`config.mk`:
```
export PLATFORM = sky130hd
export DESIGN_NAME = pipeline_ctrl
export DESIGN_NICKNAME = d
export VERILOG_FILES = /design/src/rtl/pipeline_ctrl.sv
export SDC_FILE = /design/constraint.sdc
export NUM_CORES = 1
export LEC_CHECK = 0
export ABC_AREA = 0
export BUFFER_PORTS_ARGS = -buffer_cell sky130_fd_sc_hd__buf_2
export CAP_MARGIN = 25
export CORE_MARGIN = 3
export CORE_UTILIZATION = 47
export DETAILED_ROUTE_END_ITERATION = 8
export GPL_TIMING_DRIVEN = 1
export PLACE_DENSITY = 0.82
export REMOVE_ABC_BUFFERS = 1
export SLEW_MARGIN = 10
export SYNTH_ARGS = -nofsm -noshare
export SYNTH_HDL_FRONTEND = slang
export SYNTH_SLANG_ARGS = --single-unit
```
`constraint.sdc`:
```
create_clock -name clk -period 2.5 [get_ports clk]
set_clock_uncertainty 0.15 [all_clocks]
set_input_delay 0.625 -clock clk [delete_from_list [all_inputs] [get_ports clk]]
set_output_delay 0.625 -clock clk [all_outputs]
set_load 0.03 [all_outputs]
```
`src/rtl/pipeline_ctrl.sv`:
```
// pipeline_ctrl: stall/flush sequencer for the 5-stage F/D/E/M/W pipeline.
// Merges load-use, branch-redirect and data-memory-wait requests into one
// consistent set of pipeline-register enable/flush controls plus PC enable.
// It also provides debug halt/single-step and a data-memory timeout.
//
// Optional feature macro: PIPELINE_PERF_CNT_EN
//   defined   -> stall_cycles / flush_count are saturating performance counters
//   undefined -> both outputs are tied to 0 and no counter flops exist
//
// Memory handshake: mem_req is held by the M stage for as long as its access
// is outstanding. mem_ack marks the single cycle in which the access
// completes. A cycle with mem_req=1 and mem_ack=0 freezes everything
// upstream of W. A cycle with mem_ack=1 lets the pipeline advance.
module pipeline_ctrl #(
  parameter int MEM_TIMEOUT = 16,
  parameter int CNT_W       = 16
) (
  input  logic             clk,
  input  logic             rst_n,
  input  logic             ld_use_hazard,
  input  logic             br_taken,
  input  logic             mem_req,
  input  logic             mem_ack,
  input  logic             dbg_halt,
  input  logic             dbg_step,
  output logic             pc_enable,
  output logic             IF_ID_enable,
  output logic             IF_ID_flush,
  output logic             ID_EX_enable,
  output logic             ID_EX_flush,
  output logic             EX_ME_enable,
  output logic             EX_ME_flush,
  output logic             ME_WB_enable,
  output logic             ME_WB_flush,
  output logic             halted,
  output logic             mem_timeout,
  output logic [CNT_W-1:0] stall_cycles,
  output logic [CNT_W-1:0] flush_count
);

  typedef enum logic [1:0] {
    S_RUN      = 2'd0,
    S_MEM_WAIT = 2'd1,
    S_HALT     = 2'd2,
    S_STEP     = 2'd3
  } state_t;

  // Control vector layout, MSB first:
  // pc, IF_ID en/flush, ID_EX en/flush, EX_ME en/flush, ME_WB en/flush
  localparam logic [8:0] C_NORMAL  = 9'b1_10_10_10_10;
  localparam logic [8:0] C_MEM     = 9'b0_00_00_00_11; // bubble into W so it does not re-retire
  localparam logic [8:0] C_HALT    = 9'b0_00_00_00_00;
  localparam logic [8:0] C_BRANCH  = 9'b1_11_11_10_10;
  localparam logic [8:0] C_LD_USE  = 9'b0_00_11_10_10;
  localparam logic [8:0] C_TIMEOUT = 9'b0_00_00_11_11; // abandoned access dropped from E/M

  localparam logic [7:0] TO_LIMIT = 8'(MEM_TIMEOUT);

  state_t     r_state;
  state_t     w_state_nxt;
  logic [7:0] r_to_cnt;
  logic [7:0] w_to_cnt_nxt;
  logic       r_mem_timeout;
  logic       w_timeout_set;
  logic       w_mem_stall;
  logic [8:0] w_ctrl;
  logic [8:0] w_ctrl_out;

  // Priority-encoded RUN rules: mem wait > halt > branch > load-use.
  function automatic logic [8:0] run_rules(input logic mem_stall, input logic halt_req,
                                           input logic br, input logic ld);
    if (mem_stall)     return C_MEM;
    else if (halt_req) return C_HALT;
    else if (br)       return C_BRANCH;
    else if (ld)       return C_LD_USE;
    else               return C_NORMAL;
  endfunction

  assign w_mem_stall = mem_req & ~mem_ack;

  // State, timeout counter and sticky timeout flag.
  always_ff @(posedge clk or negedge rst_n) begin
    if (!rst_n) begin
      r_state       <= S_RUN;
      r_to_cnt      <= 8'd0;
      r_mem_timeout <= 1'b0;
    end else begin
      r_state  <= w_state_nxt;
      r_to_cnt <= w_to_cnt_nxt;
      if (w_timeout_set) r_mem_timeout <= 1'b1;
    end
  end

  // Mealy next-state and control decode so stalls act in the same cycle.
  always_comb begin
    w_ctrl        = C_NORMAL;
    w_state_nxt   = r_state;
    w_to_cnt_nxt  = r_to_cnt;
    w_timeout_set = 1'b0;
    unique case (r_state)
      S_RUN: begin
        w_ctrl = run_rules(w_mem_stall, dbg_halt, br_taken, ld_use_hazard);
        if (w_mem_stall) begin
          w_state_nxt  = S_MEM_WAIT;
          w_to_cnt_nxt = 8'd1;
        end else if (dbg_halt) begin
          w_state_nxt = S_HALT;
        end
      end
      S_STEP: begin
        // The step cycle itself must advance, so the still-asserted halt
        // request is not allowed to freeze it.
        w_ctrl = run_rules(w_mem_stall, 1'b0, br_taken, ld_use_hazard);
        if (w_mem_stall) begin
          w_state_nxt  = S_MEM_WAIT;
          w_to_cnt_nxt = 8'd1;
        end else begin
          w_state_nxt = S_HALT;
        end
      end
      S_MEM_WAIT: begin
        if (mem_ack) begin
          w_ctrl       = run_rules(1'b0, dbg_halt, br_taken, ld_use_hazard);
          w_state_nxt  = S_RUN;
          w_to_cnt_nxt = 8'd0;
        end else if (r_to_cnt == TO_LIMIT) begin
          w_ctrl        = C_TIMEOUT;
          w_timeout_set = 1'b1;
          w_state_nxt   = S_RUN;
          w_to_cnt_nxt  = 8'd0;
        end else begin
          w_ctrl       = C_MEM;
          w_to_cnt_nxt = r_to_cnt + 8'd1;
        end
      end
      S_HALT: begin
        w_ctrl = C_HALT;
        if (dbg_step)       w_state_nxt = S_STEP;
        else if (!dbg_halt) w_state_nxt = S_RUN;
      end
      default: begin
        w_state_nxt = S_RUN;
      end
    endcase
  end

  // While reset is held the controls show the normal set regardless of inputs.
  assign w_ctrl_out = rst_n ? w_ctrl : C_NORMAL;

  assign pc_enable    = w_ctrl_out[8];
  assign IF_ID_enable = w_ctrl_out[7];
  assign IF_ID_flush  = w_ctrl_out[6];
  assign ID_EX_enable = w_ctrl_out[5];
  assign ID_EX_flush  = w_ctrl_out[4];
  assign EX_ME_enable = w_ctrl_out[3];
  assign EX_ME_flush  = w_ctrl_out[2];
  assign ME_WB_enable = w_ctrl_out[1];
  assign ME_WB_flush  = w_ctrl_out[0];
  assign halted       = (r_state == S_HALT);
  assign mem_timeout  = r_mem_timeout;

`ifdef PIPELINE_PERF_CNT_EN
  logic [CNT_W-1:0] r_stall_cnt;
  logic [CNT_W-1:0] r_flush_cnt;

  // Saturating counters of PC-stalled cycles and branch flushes.
  always_ff @(posedge clk or negedge rst_n) begin
    if (!rst_n) begin
      r_stall_cnt <= '0;
      r_flush_cnt <= '0;
    end else begin
      if (!w_ctrl_out[8] && (r_stall_cnt != {CNT_W{1'b1}}))
        r_stall_cnt <= r_stall_cnt + 1'b1;
      if (w_ctrl_out[6] && (r_flush_cnt != {CNT_W{1'b1}}))
        r_flush_cnt <= r_flush_cnt + 1'b1;
    end
  end

  assign stall_cycles = r_stall_cnt;
  assign flush_count  = r_flush_cnt;
`else
  assign stall_cycles = '0;
  assign flush_count  = '0;
`endif

endmodule
```
== Yosys cells after proc, flatten, opt, wreduce, memory -nomap -nowiden ==
Index checks and enable logic that the tools add are counted.

* Bits in registers: 11
* Bits in latches: 0
* Bits in writable memories: 0
* Bits in read-only memories: 0
* Bits of input ports: 8
* Output and inout port bits: 43
* Memories: 0

* $add $sub $neg: 1
* $mul: 0
* Div/mod/pow operators: 0
* $lt $le $gt $ge: 0
* Equality and inequality tests: 8
* Shift operators: 0
* Muxes and demuxes: 24
* Bitwise gates (word level): 2
* Reduce and logical (&&, ||, !) cells: 5

{| class="wikitable"
|+ Operators by type and width
! cell !! number
|-
| 2-to-1 mux 9 bit || 7
|-
| case mux 9 bit (4 select lines) || 1
|-
| 2-to-1 mux 8 bit || 3
|-
| case mux 8 bit (2 select lines) || 1
|-
| 2-to-1 mux 2 bit || 7
|-
| != test 3 bit, second input constant || 3
|-
| adder 8 x 1 -> 8 bit, second input constant || 1
|-
| equality test 8 x 5 -> 1 bit, second input constant || 1
|-
| case mux 2 bit (4 select lines) || 1
|-
| equality test 2 bit, second input constant || 2
|-
| 2-to-1 mux 4 bit || 1
|-
| 2-to-1 mux 1 bit || 3
|-
| AND reduction 3 bit || 1
|-
| equality test 2 x 1 -> 1 bit, second input constant || 1
|-
| zero test 2 bit || 1
|-
| != test 2 x 1 -> 1 bit, second input constant || 1
|-
| AND reduction 2 bit || 1
|-
| nonzero test 2 bit || 1
|-
| OR reduction 2 bit || 1
|-
| bitwise AND 1 bit || 1
|-
| NOT 1 bit || 1
|}

== Depth between registers and ports, before layout ==
* Depth in word-level cells: 6
* Mapped depth: 7

== Worst setup path after synthesis ==
Ideal clock, no wire load.

* Path kind: flip-flop to output port
* From: register r_state[0]
* To: output pc_enable
* Arrival: 2.275 ns
* Required time: 1.725 ns
* Setup slack: -0.550 ns
* Stages on the path, launching flop included: 7
* Path buffers: 1
* Cell sequence: dfrtp_1 > inv_1 > ha_1 > nand2b_1 > a221o_1 > o21ai_0 > buf_4

* Longest elaborated chain between the ends: 3

{| class="wikitable"
|+ RTL lines
! element !! RTL line !! source
|-
| start, declared || 59 || <nowiki>state_t r_state;</nowiki>
|-
| start signal, assigned || 88 || <nowiki>r_state <= w_state_nxt;</nowiki>
|-
| equality test 2 bit (tied with other cells) || 100 || <nowiki>unique case (r_state)</nowiki>
|-
| case mux 9 bit (4 select lines) (*) || 100 ||
|-
| 2-to-1 mux 9 bit (*) || 148 || <nowiki>assign w_ctrl_out = rst_n ? w_ctrl : C_NORMAL;</nowiki>
|-
| end, declared || 26 || <nowiki>output logic pc_enable,</nowiki>
|}

Every way passes the cells marked *; elsewhere a longest branch is shown, timed or not.

== Final worst setup path ==
* From: register r_to_cnt[0]
* To: output EX_ME_enable

* Longest elaborated chain between the ends: 5

{| class="wikitable"
|+ RTL lines
! element !! RTL line !! source
|-
| start, declared || 61 || <nowiki>logic [7:0] r_to_cnt;</nowiki>
|-
| start signal, assigned || 89 || <nowiki>r_to_cnt <= w_to_cnt_nxt;</nowiki>
|-
| equality test 8 x 5 -> 1 bit || 126 || <nowiki>end else if (r_to_cnt == TO_LIMIT) begin</nowiki>
|-
| 2-to-1 mux 4 bit || 126 ||
|-
| 2-to-1 mux 9 bit || 122 || <nowiki>if (mem_ack) begin</nowiki>
|-
| case mux 9 bit (4 select lines) || 100 ||
|-
| 2-to-1 mux 9 bit || 148 ||
|-
| end, declared || 31 || <nowiki>output logic EX_ME_enable,</nowiki>
|}

No other way between the ends.

==> results.py <==
metrics = {
    "hold_path": {
        "hold_class": "input port to async pin",
    },
    "timing": {
        "setup_viol": 17,
        "fin_crit_sh": 1.12,
        "setup_ws_ns": -0.293,
        "rsz0062_at_grt": "yes",
        "fin_setup_tns_ns": -2.50,
        "hold_viol_final": 0,
        "finalCriticalPeriod_ns": 2.79,
        "drv_slew": 0,
        "fmax_mhz": 358,
    },
    "die": {
        "ios": 51,
        "chipHeight_um": 55.1,
        "dieArea_um2": 3040,
        "initial_core_util": 0.503,
        "coreArea_um2": 2250,
        "die_w_um": 55.1,
        "std_cell_rows": 17,
    },
    "cells_and_area": {
        "drive_above_1_share": 0.489,
        "layout_common_cells": "32 x conb_1, 32 x buf_4, 14 x buf_6",
        "fill_cells": 152,
        "synthToLayoutAreaGrowth_pct": 46.2,
        "multi_input_area_um2": 846,
        "regArea_um2": 275,
        "diodes": 0,
        "finalNetCount": 206,
    },
    "synth": {
        "synth_top_area_share": 0.243,
        "synth.largest_area_cell": "dfrtp_1",
        "synth_seq_cells": 11,
        "yosys.cell_types.count": 36,
        "synthArstFlopShare": 1.00,
        "ys_seq_area_frac": 0.243,
        "syn_inst": 134,
        "synth_area_leaders": "dfrtp_1 24%, buf_4 22%, ha_1 7.7%, o21ai_0 4.9%, nand2_1 3.3%",
        "avgSynthCellArea_um2": 8.47,
        "synth-edff-count": 0,
        "syn-cell-area_um2": 1130,
        "yosys_warnings": 0,
        "ys.flop_type": "dfrtp_1",
    },
    "power": {
        "comb_power_share": 0.748,
        "pwr-share-clk": 0.092,
        "p_seq_frac": 0.160,
        "power_w": 0.00142,
        "p_leak_nw": 0.832,
        "p_int_w": 0.000782,
        "switching_share": 0.448,
        "p_sw_w": 0.000635,
        "p_per_area_nw_per_um2": 854,
        "ir_drop_uv": 787,
    },
    "route": {
        "route.detailed.drc": 0,
        "vias": 1124,
        "via_per_inst": 5.16,
        "postRouteAntennaNets": 0,
        "dr.pass1.iters": 4,
        "wl_mm": 3.26,
        "drt_iter0_drc": 31,
        "avgRoutedWirePerCell_um": 14.9,
    },
    "critical_path": {
        "crit_required_ns": 1.73,
        "crit_slowest_cell": "or4b_4",
        "end_kind": "primary output",
        "cpPeakStageDelay_ns": 0.48,
        "crit_path_start_kind": "flop",
        "arrival_ns": 2.02,
        "path_cells": "inv_2, ha_4, or4b_4, nor4_4, nand2_2, o21bai_1, buf_4",
        "path_max_fanout": 3,
        "path_class": "flop to primary output",
    },
    "place": {
        "dpl.hpwl_mm": 2.07,
        "place_congestion": 0.799,
        "port_buffers": 18,
    },
    "run_status": {
        "failed_checks": "setup timing",
        "status": "finished, violations left",
    },
    "clock_network": {
        "root_buffer": "clkbuf_4",
        "clock-sinks": 11,
        "cts_inserted_buffers": 3,
        "cts_tree": "yes",
        "clockBufferDepth": 2,
        "path_clk_slew_ns": 0.07,
        "clock_latency_ns": 0.28,
        "htreeDepth": 1,
        "cts-hold-fix-buffers": 0,
    },
    "global_routing": {
        "grt_pass1_vias": 1010,
        "grt_use_total": 0.210,
        "grt_start_max_net_pins": 11,
        "grt_pass1_wl_mm": 4.45,
        "grt-ovfl-total": 0,
        "antenna_found_initial": 0,
    },
    "run": {
        "cap_viol_max_count": 0,
    },
}
[sequential cells by signal, summed over array words and instances, names as in the netlist]
name         flops
r_to_cnt         8
mem_timeout      1
r_state          2
[metal layers]
metal  share of wire  up-vias  track usage
met3           0.074       13       0.0590
li1                -      517            -
met4           0.037        0        0.113
met2            0.54       64        0.374
met1            0.35      530        0.220
met5               0        -            0
[per-stage QoR]
step / utilization / instances / area (um^2) / setup WS (ns) / hold WS [ns]
6_report: 0.736 / 218 / 1660 / -0.293 / 0.0201
5_1_grt: 0.736 / 218 / 1660 / -0.412 / 0.0252
4_1_cts: 0.671 / 215 / 1510 / -0.259 / 0.0202
3_5_place_dp: 0.559 / 196 / 1260 / -0.157 / 0.329
3_3_place_gp: 0.559 / 196 / 1260 / -0.0490 / 0.294
2_1_floorplan: - / 131 / 992 / -0.811 / 0.179
[critical path, delay by kind of cell, from the launching register on]
kind	cells	cell delay [ns]
adder cells (fa/ha/maj)	1	0.12
AND/OR/NAND/NOR	3	0.80
AO/OA/AOI/OAI	1	0.14
buffers and inverters	2	0.28
flip-flops	1	0.40
[final timing paths]
kind	start	endpoint	slack, ns	cells after the start
setup / recovery	r_to_cnt[0]$_DFFE_PN0P_	EX_ME_enable	-0.29	7
hold / removal	rst_n	r_to_cnt[6]$_DFFE_PN0P_	0.02	1
setup reg to reg	r_to_cnt[0]$_DFFE_PN0P_	r_state[1]$_DFFE_PN0P_	-0.21	9
hold reg to reg	mem_timeout$_DFFE_PN0P_	mem_timeout$_DFFE_PN0P_	0.34	1
max in group asynchronous	rst_n	r_to_cnt[4]$_DFFE_PN0P_	1.78	2
min in group clk	mem_timeout$_DFFE_PN0P_	mem_timeout$_DFFE_PN0P_	0.34	1
[cells in the mapped netlist, types with 3 or more instances]
library cell,n
nor2_1,4
nand2_1,10
nand3_1,3
inv_1,9
o21ai_0,11
dfrtp_1,11
buf_4,33
ha_1,7
nor4_1,3
nand2b_1,4
nor2b_1,3
[what timing repair did]
action / in CTS / in global routing
setup buffers: 15 / 7
endpoints found under the setup margin: 9 / 17
pin swaps: 7 / 11
gates cloned: 0 / 0
resized for setup: 35 / 34
[power groups by stage]
stage / Clock, W / Combinational, W / Sequential (W)
2_1_floorplan: 0 / 0.000430 / 0.000230
3_3_place_gp: 0 / 0.000632 / 0.000225
3_5_place_dp: 0 / 0.000667 / 0.000227
4_1_cts: 0.000133 / 0.000842 / 0.000226
5_1_grt: 0.000139 / 0.00113 / 0.000231
6_report: 0.000131 / 0.00106 / 0.000227
[final cells by class]
cell class                      count  area share
Clock buffer                        4      0.0158
Inverter                            9      0.0204
Multi-Input combinational cell    111       0.510
Sequential cell                    11       0.166
Tap cell                           28      0.0211
Timing Repair Buffer               55       0.267
[cells by family (layout without fill, tap and decap cells)]
group                    count (synthesis)  count (layout)  share of synthesized area
adder cells (fa/ha/maj)                  7               7                     0.0772
AO/OA/AOI/OAI                           28              28                      0.185
AND/OR/NAND/NOR                         42              42                      0.214
multiplexers                             2               2                     0.0198
other                                    1              32                    0.00330
buffers and inverters                   43              68                      0.258
flip-flops                              11              11                      0.243
Note: power is estimated with default switching activity, not from simulation.
